<file path="config.mk">
export PLATFORM = sky130hd
export DESIGN_NAME = otter_fetch_queue
export DESIGN_NICKNAME = d
export VERILOG_FILES = /design/src/rtl/otter_fetch_queue.sv
export SDC_FILE = /design/constraint.sdc
export NUM_CORES = 1
export LEC_CHECK = 0
export CAP_MARGIN = 20
export CORE_UTILIZATION = 55
export CTS_BUF_LIST = sky130_fd_sc_hd__clkbuf_2
export DETAILED_ROUTE_END_ITERATION = 12
export HOLD_SLACK_MARGIN = 0.05
export PLACE_DENSITY_LB_ADDON = 0.25
export SYNTH_ARGS = -nofsm -noshare
export SYNTH_HDL_FRONTEND = slang
export SYNTH_SLANG_ARGS = --single-unit
</file>
<file path="constraint.sdc">
create_clock -name CLK -period 5.4 [get_ports CLK]
set_input_delay 0.81 -clock CLK [delete_from_list [all_inputs] [get_ports CLK]]
set_output_delay 0.81 -clock CLK [all_outputs]
set_load 0.05 [all_outputs]
</file>
<file path="src/rtl/otter_fetch_queue.sv">
// otter_fetch_queue
//   Instruction prefetch queue for the pipelined Otter. Owns the fetch PC,
//   issues sequential fetches to instruction memory, buffers returned
//   instructions together with their PC, and presents the head entry to
//   decode on a valid/ready handshake. A redirect from execute flushes all
//   queued and in-flight fetches and restarts fetching at the target.
//
// Ports
//   CLK          clock, all state updates on the rising edge
//   RST          synchronous active-high reset
//   REDIRECT     flush and restart fetch at REDIRECT_PC
//   REDIRECT_PC  redirect target
//   MEM_ADDR     instruction fetch address
//   MEM_RDEN     fetch request this cycle
//   MEM_DATA     instruction data, valid the cycle after MEM_RDEN
//   OUT_VALID    head entry valid
//   OUT_READY    decode accepts the head entry this cycle
//   OUT_INSTR    head instruction (NOP_INSTR when empty)
//   OUT_PC       head PC (0 when empty)
//   OUT_PCPLUS4  head PC + 4 (0 when empty)
//   COUNT        number of buffered entries
module otter_fetch_queue #(
    parameter int unsigned DEPTH     = 4,
    parameter logic [31:0] RESET_PC  = 32'h0000_0000,
    parameter logic [31:0] NOP_INSTR = 32'h0000_0013
) (
    input  logic                         CLK,
    input  logic                         RST,
    input  logic                         REDIRECT,
    input  logic [31:0]                  REDIRECT_PC,
    output logic [31:0]                  MEM_ADDR,
    output logic                         MEM_RDEN,
    input  logic [31:0]                  MEM_DATA,
    output logic                         OUT_VALID,
    input  logic                         OUT_READY,
    output logic [31:0]                  OUT_INSTR,
    output logic [31:0]                  OUT_PC,
    output logic [31:0]                  OUT_PCPLUS4,
    output logic [$clog2(DEPTH+1)-1:0]   COUNT
);

    localparam int unsigned PW = $clog2(DEPTH);
    localparam int unsigned CW = $clog2(DEPTH + 1);
    localparam logic [CW:0] DEPTH_W = (CW + 1)'(DEPTH);

    logic [31:0]   fetchPc;
    logic          inflight;
    logic [31:0]   inflightPc;
    logic [PW-1:0] rdPtr;
    logic [PW-1:0] wrPtr;
    logic [CW-1:0] count;

    logic [31:0]   instrMem [DEPTH];
    logic [31:0]   pcMem    [DEPTH];

    logic [CW:0]   used;
    logic          push;
    logic          pop;

    // Credits count buffered entries plus the fetch still in flight, so a
    // response always has a free slot; a same-cycle pop does not free one.
    always_comb begin
        used      = {1'b0, count} + (CW + 1)'(inflight);
        MEM_RDEN  = ~RST & (REDIRECT | (used < DEPTH_W));
        MEM_ADDR  = REDIRECT ? REDIRECT_PC : fetchPc;
        OUT_VALID = (count != '0);
        push      = inflight & ~REDIRECT;
        pop       = OUT_VALID & OUT_READY & ~REDIRECT;
    end

    always_comb begin
        OUT_INSTR   = NOP_INSTR;
        OUT_PC      = '0;
        OUT_PCPLUS4 = '0;
        if (OUT_VALID) begin
            OUT_INSTR   = instrMem[rdPtr];
            OUT_PC      = pcMem[rdPtr];
            OUT_PCPLUS4 = pcMem[rdPtr] + 32'd4;
        end
    end

    assign COUNT = count;

    always_ff @(posedge CLK) begin
        if (RST) begin
            fetchPc    <= RESET_PC;
            inflight   <= 1'b0;
            inflightPc <= '0;
            rdPtr      <= '0;
            wrPtr      <= '0;
            count      <= '0;
        end else begin
            if (MEM_RDEN) begin
                fetchPc    <= MEM_ADDR + 32'd4;
                inflight   <= 1'b1;
                inflightPc <= MEM_ADDR;
            end else begin
                inflight   <= 1'b0;
            end

            if (REDIRECT) begin
                rdPtr <= '0;
                wrPtr <= '0;
                count <= '0;
            end else begin
                if (push) wrPtr <= wrPtr + PW'(1);
                if (pop)  rdPtr <= rdPtr + PW'(1);
                if (push && !pop)      count <= count + CW'(1);
                else if (pop && !push) count <= count - CW'(1);
            end
        end
    end

    // Storage needs no reset: entries are only visible once counted.
    always_ff @(posedge CLK) begin
        if (!RST && push) begin
            instrMem[wrPtr] <= MEM_DATA;
            pcMem[wrPtr]    <= inflightPc;
        end
    end

endmodule
</file>
[Word level (Yosys, flattened, before mapping)]
Memories as Yosys holds them, arrays and structs flattened. A register that Yosys moved wholly into a read port is not among the register bits.
Cells that the tools add are included.
Word-level totals
  register bits after elaboration: 72
  RAM bits: 256
  word-level logic and storage cells: 45
  memories: 2
Memories
  instrMem: words 4, width 32, rd ports 1, clocked after memory_dff 1, wr ports 1, RTL line 53  | logic [31:0] instrMem [DEPTH];
  pcMem: words 4, width 32, rd ports 1, clocked after memory_dff 1, wr ports 1, RTL line 54  | logic [31:0] pcMem [DEPTH];
Operators by class
  add/sub/neg operators: 7
  magnitude comparators: 1
  multiplexer cells: 13
  bitwise operators: 7
  reduce and logical (&&, ||, !) cells: 9
Operator list (number)
  $mux W32: 4
  $add A32 B3 Y32 const B: 2
  $mux W2: 4
  $mux W3: 2
  $add A2 B1 Y2 const B: 2
  $add A3 B1 Y4: 1
  $and A1 B1 Y1: 4
  $lt A4 B3 Y1 const B: 1
  $add A3 B1 Y3 const B: 1
  $logic_and A1 B1 Y1: 3
  $logic_not A1 Y1: 3
  $mux W1: 3
  $reduce_bool A3 Y1: 1
  $sub A3 B1 Y3 const B: 1
  $not A1 Y1: 2
  $reduce_bool A2 Y1: 1
  $reduce_or A2 Y1: 1
  $or A1 B1 Y1: 1

[Logic depth before layout (Yosys ltp)]
  depth after elaboration: 6
  mapped depth: 12

[Least setup slack after synthesis]
OpenSTA, ideal clock, no wires.
  path kind: in2reg
  start point: in REDIRECT
  end point: mem instrMem[0][0] (enable)
  library setup time: 429 ps
  data arrival time: 3198 ps
  path slack: 1773 ps
  stages on the path: 6
  cell sequence: buf_6 -> buf_2 -> buf_2 -> buf_2 -> nor2_1 -> and3_1
Between the ends
  longest elaborated chain between the ends: 5
RTL lines
  start: declaration: RTL line 29  | input logic REDIRECT,
  $not A1 Y1: RTL line 67  | push = inflight & ~REDIRECT;
  $and A1 B1 Y1: RTL line 67
  $logic_and A1 B1 Y1: RTL line 116  | if (!RST && push) begin
  $mux W1: RTL line 116
  $mux W1 (implied by the code): RTL line 117  | instrMem[wrPtr] <= MEM_DATA;
  end: declaration: RTL line 53
Every way passes these cells.

==> impl_metrics.py <==
metrics = {
    "status": {
        "outcome": "completed",
    },
    "grt": {
        "grt_pass1_wl_mm": 47.8,
        "grt_max_degree": 66,
        "grt_pass1_vias": 9038,
        "gr-total-overflow": 0,
        "antenna_found_initial": 1,
        "track_usage_pct": 23.6,
    },
    "synth": {
        "avgSynthCellArea_sq_um": 14.7,
        "synth_cells": 969,
        "ys_seq_elements": 328,
        "synth_cell_types": 50,
        "synthTopCellsByCount": "edfxtp_1 (256), dfxtp_1 (72), and2_1 (60), mux4_2 (60), nand2_1 (58)",
        "synth_area_sq_um": 14200,
        "synthTopCellsByArea": "edfxtp_1 (54%), dfxtp_1 (10%), mux4_2 (9.5%), and2_1 (2.6%), nand3b_1 (2.4%)",
        "synth_edf_count": 256,
        "ys_async_sr_fraction_pct": 0,
        "yosysWarningCount": 0,
        "yosysTopAreaCell": "edfxtp_1",
        "synth.most_common_cell": "edfxtp_1",
        "syn_nets": 1045,
        "ys.flop_type": "edfxtp_1",
        "ys_seq_area_share_pct": 64.1,
        "yosysTopAreaCellShare_pct": 54.0,
    },
    "timing": {
        "rsz0062_at_grt": "no",
        "setup_viol": 0,
        "clock_skew_ps": 40.5,
        "timing.fmax_mhz": 199,
        "slew_headroom_pct": 34.0,
        "hold_viol": 0,
        "holdWs_ps": 469,
        "fin_setup_tns_ps": 0,
        "timing.final.crit_share_pct": 93.2,
        "worst_pin_slew_ps": 990,
        "period_minus_slack_ps": 5030,
        "drv_slew": 0,
    },
    "final_layout": {
        "area_growth_pct": 21.7,
        "nNetsFinal": 1290,
        "drive_gt1_share_pct": 19.8,
        "fillers": 1800,
    },
    "setup_path": {
        "start_kind": "flip-flop",
        "reg2reg_depth": 10,
        "reg2reg_slack_ps": 2780,
        "critPathRequiredTime_ps": 4590,
        "r2r_end": "COUNT[2]$_SDFFE_PP0P_",
        "crit_end": "OUT_PCPLUS4[16]",
        "timing.rr.start": "COUNT[0]$_SDFFE_PP0P_",
        "critPathKind": "reg -> out",
        "endpoint_kind": "primary output",
        "cp_max_fo": 34,
        "crit_arrival_ps": 4220,
    },
    "clock_tree": {
        "clock_latency_ps": 850,
        "cts_setup_buffers": 0,
        "cts-buffers-inserted": 79,
        "cts_resized": 0,
        "cts_hold_buffers": 0,
        "cts.path.max_buffers": 3,
        "cts_root_buf": "clkbuf_2",
        "cts.sinks": 328,
        "h-tree-depth": 3,
        "cts_tree": "yes",
        "clk_pin_slew_worst_paths_ps": 110,
    },
    "placement": {
        "dp_hpwl_mm": 19.8,
        "gp_congestion": 0.831,
        "io_buffers": 200,
    },
    "route": {
        "via_count": 8965,
        "drt-total-wl_mm": 30.9,
        "first_pass_iters": 5,
        "drtIter0Drc": 818,
        "drcViolationCount": 0,
        "final_antenna_net_count": 0,
        "vias_per_cell": 5.57,
        "wl_per_cell_um": 19.2,
    },
    "die": {
        "start_util_pct": 56.2,
        "die-area_sq_um": 26500,
        "rows": 58,
        "dieWidth_um": 163,
        "die_h_um": 163,
        "ios": 201,
        "core-area_sq_um": 25300,
    },
    "pwr": {
        "p_leak_nw": 5.95,
        "power_density_nw_per_um2": 306,
        "peakVddDrop_mv": 0.134,
        "total_power_mw": 5.30,
    },
    "min_path": {
        "worstHoldPathType": "reg -> reg",
        "hold_depth": 2,
    },
    "flow_run": {
        "maxCapViolCount": 0,
    },
}
[cell families after synthesis]
kind of cell               synth area share, %
and+or+nand+nor                           13.1
muxes                                     12.8
DFF                                       64.1
adders and majority gates                0.755
AOI/OAI and AO/OA                         3.12
buffers and inverters                     2.83
xor gates and xnor gates                  3.38
[worst max-delay path: stages (launching register included)]
cell and delay (ps):
dfxtp_2 920, mux4_1 390, ha_1 240, nand3_2 180, nor3_4 410, nand4_1 160
xor2_1 160, nor2_1 80, clkdlybuf4s50_1 850
[how the worst min path moves through the flow]
stage / endpoint / start
2_1_floorplan: fetchPc[9]$_SDFFE_PP0P_ / fetchPc[9]$_SDFFE_PP0P_
3_3_place_gp: fetchPc[9]$_SDFFE_PP0P_ / fetchPc[9]$_SDFFE_PP0P_
3_5_place_dp: fetchPc[9]$_SDFFE_PP0P_ / fetchPc[9]$_SDFFE_PP0P_
4_1_cts: fetchPc[9]$_SDFFE_PP0P_ / fetchPc[9]$_SDFFE_PP0P_
5_1_grt: fetchPc[9]$_SDFFE_PP0P_ / fetchPc[9]$_SDFFE_PP0P_
6_report: fetchPc[16]$_SDFFE_PP0P_ / fetchPc[16]$_SDFFE_PP0P_
[through the flow]
stage / util (%) / cell area [sq um] / worst slack (ps) / std cells
4_1_cts: 68.4 / 17300 / 283 / 1608
2_1_floorplan: - / 14200 / 1770 / 969
3_5_place_dp: 65.2 / 16500 / 1230 / 1463
3_3_place_gp: 65.2 / 16500 / 1280 / 1463
5_1_grt: 68.4 / 17300 / 144 / 1609
6_report: 68.4 / 17300 / 369 / 1609
[cells in the final DEF, fill, tap and decap left out, types with 21 or more instances in the layout]
master,n
xnor2_1,34
a21oi_1,22
and2_1,60
inv_1,31
nand2_1,58
clkinv_1,23
edfxtp_1,256
mux4_2,60
xor2_1,21
nand3b_1,45
clkbuf_2,110
nand3_1,23
dfxtp_1,70
mux2i_1,24
nor2_1,53
o21ai_0,42
clkdlybuf4s50_1,198
[power breakdown]
part	total (mW)	internal (mW)	switching, mW
Clock	1.72	0.752	0.969
Combinational	0.759	0.268	0.491
Sequential	2.82	2.78	0.0455
Total	5.30	3.80	1.51
[state kept, by name, indices dropped and copies added (netlist names), named ones only]
register and cells:
inflight 1, fetchPc 32, wrPtr 2, pcMem 128, rdPtr 2, instrMem 128
COUNT 3, inflightPc 30
[per-layer routing]
layer | GRT usage (%) | vias up | share of wire (%) | wire, um
met5 | 0 | - | 0 | 0
met4 | 7.86 | 0 | 1.2 | 368
met3 | 4.97 | 28 | 7.8 | 2390
met2 | 37.2 | 406 | 47 | 14500
met1 | 32.8 | 4371 | 44 | 13700
li1 | - | 4160 | - | -
[final cells by class]
cell class	count	area (sq um)	share of cell area (%)
clock inverter	35	256	1.48
sequential	328	9130	52.7
inverter	31	116	0.671
multi-input combinational	555	4730	27.3
timing repair buffer	219	2130	12.3
antenna	1	2.50	0.0144
tap	330	413	2.38
clock buffer	110	551	3.18
(Power assumes the default switching activity.)
